--- src/rtl/mem_responder.sv ---
// Memory-side responder: one outstanding word request, configurable wait states,
// byte-lane writes / word reads on internal storage, response held until taken.
module mem_responder #(
    parameter int unsigned DEPTH_WORDS = 64,
    parameter int unsigned WAIT_CYCLES = 2
) (
    input  logic        clk,
    input  logic        rst,
    input  logic        req_valid,
    output logic        req_ready,
    input  logic        req_we,
    input  logic [31:0] req_addr,
    input  logic [31:0] req_wdata,
    input  logic [3:0]  req_be,
    output logic        rsp_valid,
    input  logic        rsp_ready,
    output logic [31:0] rsp_rdata,
    output logic        rsp_err,
    output logic        busy
);

    localparam int unsigned IDX_W    = (DEPTH_WORDS > 1) ? $clog2(DEPTH_WORDS) : 1;
    localparam int unsigned CNT_W    = (WAIT_CYCLES > 1) ? $clog2(WAIT_CYCLES) : 1;
    localparam int unsigned CNT_INIT = (WAIT_CYCLES > 0) ? WAIT_CYCLES - 1 : 0;

    typedef enum logic [1:0] {
        IDLE = 2'd0,
        WAIT = 2'd1,
        RESP = 2'd2
    } state_t;

    state_t             state;
    state_t             state_n;
    logic [CNT_W-1:0]   cnt;
    logic [CNT_W-1:0]   cnt_n;
    logic               accept_c;
    logic               enter_resp_c;

    logic               lat_we;
    logic [31:0]        lat_addr;
    logic [31:0]        lat_wdata;
    logic [3:0]         lat_be;

    logic               cur_we;
    logic [31:0]        cur_addr;
    logic [31:0]        cur_wdata;
    logic [3:0]         cur_be;
    logic               err_c;
    logic [IDX_W-1:0]   idx_c;

    logic [31:0]        mem [DEPTH_WORDS];

    assign req_ready = rst && (state == IDLE);
    assign rsp_valid = (state == RESP);
    assign busy      = (state != IDLE);

    // With zero wait states the storage access happens on the accept edge,
    // so the live request is used instead of the latched copy.
    always_comb begin
        if (state == IDLE) begin
            cur_we    = req_we;
            cur_addr  = req_addr;
            cur_wdata = req_wdata;
            cur_be    = req_be;
        end else begin
            cur_we    = lat_we;
            cur_addr  = lat_addr;
            cur_wdata = lat_wdata;
            cur_be    = lat_be;
        end
        err_c = (cur_addr[1:0] != 2'b00) || (cur_addr[31:2] >= 30'(DEPTH_WORDS));
        idx_c = cur_addr[IDX_W+1:2];
    end

    // Next-state logic
    always_comb begin
        state_n      = state;
        cnt_n        = cnt;
        accept_c     = 1'b0;
        enter_resp_c = 1'b0;
        case (state)
            IDLE: begin
                if (req_valid && req_ready) begin
                    accept_c = 1'b1;
                    if (WAIT_CYCLES == 0) begin
                        state_n      = RESP;
                        enter_resp_c = 1'b1;
                    end else begin
                        state_n = WAIT;
                        cnt_n   = CNT_W'(CNT_INIT);
                    end
                end
            end
            WAIT: begin
                if (cnt == '0) begin
                    state_n      = RESP;
                    enter_resp_c = 1'b1;
                end else begin
                    cnt_n = cnt - CNT_W'(1);
                end
            end
            RESP: begin
                if (rsp_ready) begin
                    state_n = IDLE;
                end
            end
            default: state_n = IDLE;
        endcase
    end

    // State register and held response
    always_ff @(posedge clk) begin
        if (!rst) begin
            state     <= IDLE;
            cnt       <= '0;
            rsp_rdata <= '0;
            rsp_err   <= 1'b0;
        end else begin
            state <= state_n;
            cnt   <= cnt_n;
            if (enter_resp_c) begin
                rsp_err   <= err_c;
                rsp_rdata <= (cur_we || err_c) ? 32'h0 : mem[idx_c];
            end
        end
    end

    always_ff @(posedge clk) begin
        if (accept_c) begin
            lat_we    <= req_we;
            lat_addr  <= req_addr;
            lat_wdata <= req_wdata;
            lat_be    <= req_be;
        end
    end

    // Storage survives reset; a write is committed only on entry to RESP
    always_ff @(posedge clk) begin
        if (rst && enter_resp_c && cur_we && !err_c) begin
            for (int i = 0; i < 4; i++) begin
                if (cur_be[i]) begin
                    mem[idx_c][8*i +: 8] <= cur_wdata[8*i +: 8];
                end
            end
        end
    end

endmodule
--- config.mk ---
export PLATFORM = sky130hd
export DESIGN_NAME = mem_responder
export DESIGN_NICKNAME = d
export VERILOG_FILES = /design/src/rtl/mem_responder.sv
export SDC_FILE = /design/constraint.sdc
export NUM_CORES = 2
export LEC_CHECK = 0
export BUFFER_PORTS_ARGS = -buffer_cell sky130_fd_sc_hd__buf_4
export CORE_MARGIN = 3
export CORE_UTILIZATION = 58
export DETAILED_ROUTE_END_ITERATION = 8
export PLACE_DENSITY = 0.74
export SLEW_MARGIN = 25
export SYNTH_ARGS = -nofsm -noshare
export SYNTH_HDL_FRONTEND = slang
export SYNTH_SLANG_ARGS = --single-unit
--- constraint.sdc ---
create_clock -name clk -period 4.1 [get_ports clk]
set_clock_uncertainty 0.15 [all_clocks]
set_input_delay 0.205 -clock clk [delete_from_list [all_inputs] [get_ports clk]]
set_output_delay 0.205 -clock clk [all_outputs]
set_load 0.1 [all_outputs]
Word level (Yosys, flattened, before mapping)
Memories as Yosys holds them, arrays and structs flattened.
Cells that the tools add are included.
W data, S select, Z words.
- register bits after elaboration: 105
- latch bits: 0
- RAM bits: 2048
- bits in read-only memories: 0
- bits of input ports: 73
- output and inout bits: 36
- word-level logic and storage cells: 58
- memories: 1
- memory list (memory ; depth ; bits a word ; read ports ; clocked after Yosys merged registers in ; write ports ; line ; RTL):
    mem ; 64 ; 32 ; 1 ; 0 ; 1 ; 51 ; logic [31:0] mem [DEPTH_WORDS];
- add/sub/neg operators: 1
- multipliers: 0
- div/mod/pow operators: 0
- $lt $le $gt $ge: 1
- eq/ne operators: 5
- shift operators: 0
- muxes and demuxes: 28
- bitwise logic cells: 0
- reduce and logical (&&, ||, !) cells: 14
- operator list (cell ; count):
    $mux W32 ; 3
    $ge A30 B7 Y1 const B ; 1
    $mux W1 ; 19
    $mux W2 ; 3
    $pmux W2 S3 ; 1
    $reduce_bool A2 Y1 ; 3
    $logic_and A1 B1 Y1 ; 5
    $mux W4 ; 1
    $ne A2 B1 Y1 const B ; 2
    $reduce_and A3 Y1 ; 1
    $eq A2 B1 Y1 const B ; 1
    $eq A2 B2 Y1 const B ; 1
    $logic_not A2 Y1 ; 1
    $logic_or A1 B1 Y1 ; 2
    $ne A2 B2 Y1 const B ; 1
    $pmux W1 S2 ; 1
    $reduce_and A2 Y1 ; 1
    $logic_not A1 Y1 ; 1
    $sub A1 B1 Y1 const B ; 1

Logic depth before layout (Yosys ltp)
- depth after elaboration: 8
- gate-level depth with buffers: 13
- gate-level depth less buffers: 9

Worst setup path after synthesis
OpenSTA, ideal clock, no wires.
- path kind: register to register
- start: reg state[1]
- end: mem mem[0][12], data pin
- setup time: 0.356 ns
- data arrival time: 3.280 ns
- data required time: 3.594 ns
- setup slack: 0.315 ns
- stages on the path, launching flop included: 10
- buffers on the path: 5
- clock period less this slack: 3.785 ns
- cells stage by stage: dfxtp_1 -> buf_6 -> nor2_4 -> inv_2 -> buf_6 -> buf_1 -> clkbuf_1 -> buf_1 -> nand2_1 -> nand2_1
- longest elaborated chain between the ends: 2
- RTL lines (element ; line ; RTL):
    start: declaration ; 32 ; state_t state;
    start signal: assignment ; 119 ; state <= state_n;
    $logic_not A2 Y1 ; 60 ; if (state == IDLE) begin
    $mux W32 ; 60 ;
    via cur_wdata[12] ; 46 ; logic [31:0] cur_wdata;
    end: declaration ; 51 ;
The timed path passes the listed nets, and every way through them passes these cells.

Final worst setup path
- start: reg state[0]
- end: mem mem[31][8] (enable)
- longest elaborated chain between the ends: 8
- elaborated cells on any way between the ends: 16
- classes of those cells: order compare (1); eq/ne (1); mux (7); reduce/logical (7)
- RTL lines (element ; line ; RTL):
    $logic_not A2 Y1 ; 60 ;
    $mux W32 ; 60 ;
    $ge A30 B7 Y1 or $reduce_bool A2 Y1 (tied branches) ; 71 ; err_c = (cur_addr[1:0] != 2'b00) || (cur_addr[31:2] >= 30'(DEPTH_WORDS));
    $logic_or A1 B1 Y1 ; 71 ;
    $logic_not A1 Y1 ; 139 ; if (rst && enter_resp_c && cur_we && !err_c) begin
    $logic_and A1 B1 Y1 ; 139 ;
    $mux W1 ; 139 ;
    $mux W1 (not written as such) ; 142 ; mem[idx_c][8*i +: 8] <= cur_wdata[8*i +: 8];
Parallel ways exist; a longest one is shown, timed or not.

==> results.json <==
{
  "outcome": "finished, violations left",
  "violations": "negative setup slack",
  "cap_violations": 0,
  "seq_power_share_pct": 51.6,
  "power.net_switching_mw": 11.6,
  "ys_seq_area_share_pct": 78.7,
  "grt_use_total_pct": 34.0,
  "dieArea_sq_um": 145000,
  "drv_slew": 0,
  "final_util_pct": 68.9,
  "cp.arrival_ns": 4.58,
  "holdCritStartpoint": "req_addr[5]",
  "r2r_setup_slack_ns": -0.11,
  "drc": 0,
  "critical_path.max_fanout": 33,
  "hold_path_class": "in2reg",
  "wl_mm": 250,
  "hold_end": "lat_addr[5]$_DFFE_PP_",
  "worstSkewPairLatency_ns": 0.83,
  "coreArea_sq_um": 140000,
  "syn2layout_area_growth_pct": 17.8,
  "tightest_slew_ns": 1.18,
  "start_kind": "flip-flop",
  "fp-row-count": 137,
  "grt_max_degree": 99,
  "p_int_mw": 36.4,
  "rsz0062_at_grt": "false",
  "ant_nets": 0,
  "synth_edf_count": 2117,
  "max_freq_ghz": 0.238,
  "yosysTopAreaCell": "edfxtp_1",
  "via_count": 55300,
  "p_leak_nw": 32.1,
  "p_clk_share_pct": 38.5,
  "final_common_cell": "edfxtp_1",
  "synth_cell_types": 63,
  "io-pin-count": 109,
  "gr-total-overflow": 0,
  "yosysWarnings": 0,
  "ys.flop_type": "edfxtp_1",
  "setup_viol": 9,
  "finalHoldViolCount": 0,
  "drt_iter0_drc": 8819,
  "first_pass_iters": 6,
  "dp_hpwl_mm": 148,
  "synth_cells": 5490,
  "path_class": "reg2reg",
  "htreeDepth": 4,
  "synth_top_area_share_pct": 77.9,
  "wl_per_cell_um": 30.5,
  "layout_setup_ws_ns": -0.110,
  "ir_drop_mv": 0.431,
  "crit_path_end_kind": "flip-flop",
  "via_per_inst": 6.75,
  "r2r_end": "mem[31][8]$_DFFE_PP_",
  "ctsRootBufferMaster": "clkbuf_16",
  "first_global_vias": 53900,
  "final_cell_mix": "2,117 x edfxtp_1, 794 x nand2_1, 628 x buf_4",
  "clock_sinks": 2153,
  "slew_headroom_pct": 20.7,
  "crit_required_ns": 4.47,
  "async_flop_share_pct": 0,
  "die_x_um": 381,
  "syn_nets": 5563,
  "syn_avg_cell_area_sq_um": 14.9,
  "synth_area_leaders": "edfxtp_1 78%, nand2_1 3.8%, o22ai_1 3.6%",
  "fillers": 8728,
  "initial_utilization_pct": 58.4,
  "die-height_um": 381,
  "power_switching_share_pct": 24.1,
  "comb_power_share_pct": 9.9,
  "portBuffers": 108,
  "drive_gt1_share_pct": 16.6,
  "antenna_found_initial": 8,
  "rr_worst_depth": 8,
  "holdPathStages": 2,
  "power.density_nw_per_um2": 499,
  "cts_buffer_depth": 3,
  "fin_crit_ns": 4.21,
  "p_total_mw": 48.0,
  "place_congestion": 0.921,
  "netlist_area_sq_um": 81600,
  "clk_pin_slew_worst_paths_ns": 0.06,
  "fin_crit_sh_pct": 103,
  "r2r_start": "state[0]$_SDFFE_PN0P_",
  "cts_tree": "done",
  "cts_buffers": 203,
  "grt_first_pass_wirelength_mm": 362,
  "fin_nets": 6206,
  "synth_seq_cells": 2153
}
[power groups by stage]
stage | sequential [mW] | clock [mW] | combinational [mW]
6_report | 24.8 | 18.5 | 4.75
5_1_grt | 24.8 | 19.4 | 4.92
4_1_cts | 24.8 | 18.5 | 4.58
3_5_place_dp | 25.2 | 0 | 4.45
3_3_place_gp | 25.2 | 0 | 4.35
2_1_floorplan | 25.3 | 0 | 2.33
[area by class of cell]
| class | count | area, sq um | area share [%] |
|---|---|---|---|
| Inverter | 3 | 12.5 | 0.0130 |
| Multi-Input combinational cell | 2959 | 15900 | 16.6 |
| Clock inverter | 109 | 918 | 0.955 |
| Sequential cell | 2153 | 64300 | 66.8 |
| Tap cell | 1876 | 2350 | 2.44 |
| Timing Repair Buffer | 813 | 7080 | 7.36 |
| Clock buffer | 269 | 5600 | 5.82 |
| Antenna cell | 6 | 15.0 | 0.0156 |
[cell families after synthesis]
| kind of cell | synth area share [%] |
|---|---|
| simple gates | 9.17 |
| compound gates | 9.05 |
| buf+inv | 2.04 |
| mux | 1.00 |
| flops | 78.7 |
[metal layers]
metal	wire (um)	track usage, %	vias to the layer above	part of all wire (%)
met5	40	0	-	0.016
met3	36700	9.97	920	15
met4	15300	17.8	6	6.1
met2	113000	51.7	4695	45
met1	84900	44.9	27000	34
li1	-	-	22700	-
[synthesized netlist by cell type (all sizes together), types with 30 or more instances]
cell / n
o22ai: 467
edfxtp: 2117
nand3: 169
nor2: 265
o21ai: 30
a32o: 39
nor3: 282
nor4: 85
mux2i: 77
a22oi: 55
a31oi: 96
buf: 253
dfxtp: 36
clkbuf: 122
a21oi: 340
a32oi: 48
nand2: 836
[state kept, by name, summed over array words and instances, names as in the netlist]
| signal | flops |
|---|---|
| rsp_rdata | 32 |
| mem | 2048 |
| state | 2 |
| lat_wdata | 32 |
| lat_be | 4 |
| cnt | 1 |
| rsp_err | 1 |
| lat_addr | 32 |
| lat_we | 1 |
[worst max-delay path by stage]
stage / from / endpoint / slack, ns / cells past startpoint
3_3_place_gp: state[1]$_SDFFE_PN0P_ / rsp_rdata[18]$_SDFFE_PN0P_ / 0.17 / 12
4_1_cts: state[0]$_SDFFE_PN0P_ / mem[31][9]$_DFFE_PP_ / 0.12 / 8
5_1_grt: state[1]$_SDFFE_PN0P_ / rsp_rdata[30]$_SDFFE_PN0P_ / 0.02 / 11
3_5_place_dp: state[1]$_SDFFE_PN0P_ / rsp_rdata[18]$_SDFFE_PN0P_ / 0.17 / 11
2_1_floorplan: state[1]$_SDFFE_PN0P_ / mem[0][12]$_DFFE_PP_ / 0.31 / 9
6_report: state[0]$_SDFFE_PN0P_ / mem[31][8]$_DFFE_PP_ / -0.11 / 8
[repair_timing]
action | 4_1_cts | 5_1_grt
hold buffers | 133 | 0
hold endpoints to repair | 305 | 0
setup endpoints to repair | 0 | 1
gates resized for setup | 0 | 1
setup buffers | 0 | 0
[per-stage QoR]
| stage | hold slack [ns] | setup WS (ns) | cells | setup TNS, ns | instance area [sq um] |
|---|---|---|---|---|---|
| 2_1_floorplan | 0.154 | 0.315 | 5490 | 0 | 81600 |
| 3_3_place_gp | 0.243 | 0.172 | 7671 | 0 | 88300 |
| 3_5_place_dp | 0.244 | 0.173 | 7671 | 0 | 88300 |
| 4_1_cts | 0.00234 | 0.117 | 8182 | 0 | 96200 |
| 5_1_grt | 0.0280 | 0.0166 | 8182 | 0 | 96200 |
| 6_report | 0.0374 | -0.110 | 8188 | -0.838 | 96200 |
[critical path, stage by stage (launching register included)]
cell and delay (ns):
dfxtp_1 0.34, buf_4 0.19, nor3b_2 0.57, nor2_4 0.22, buf_4 0.35, nor2_1 0.80, nand2_1 0.66, nor2_1 0.40
buf_4 0.20
Note: power is estimated with default switching activity, not from simulation.
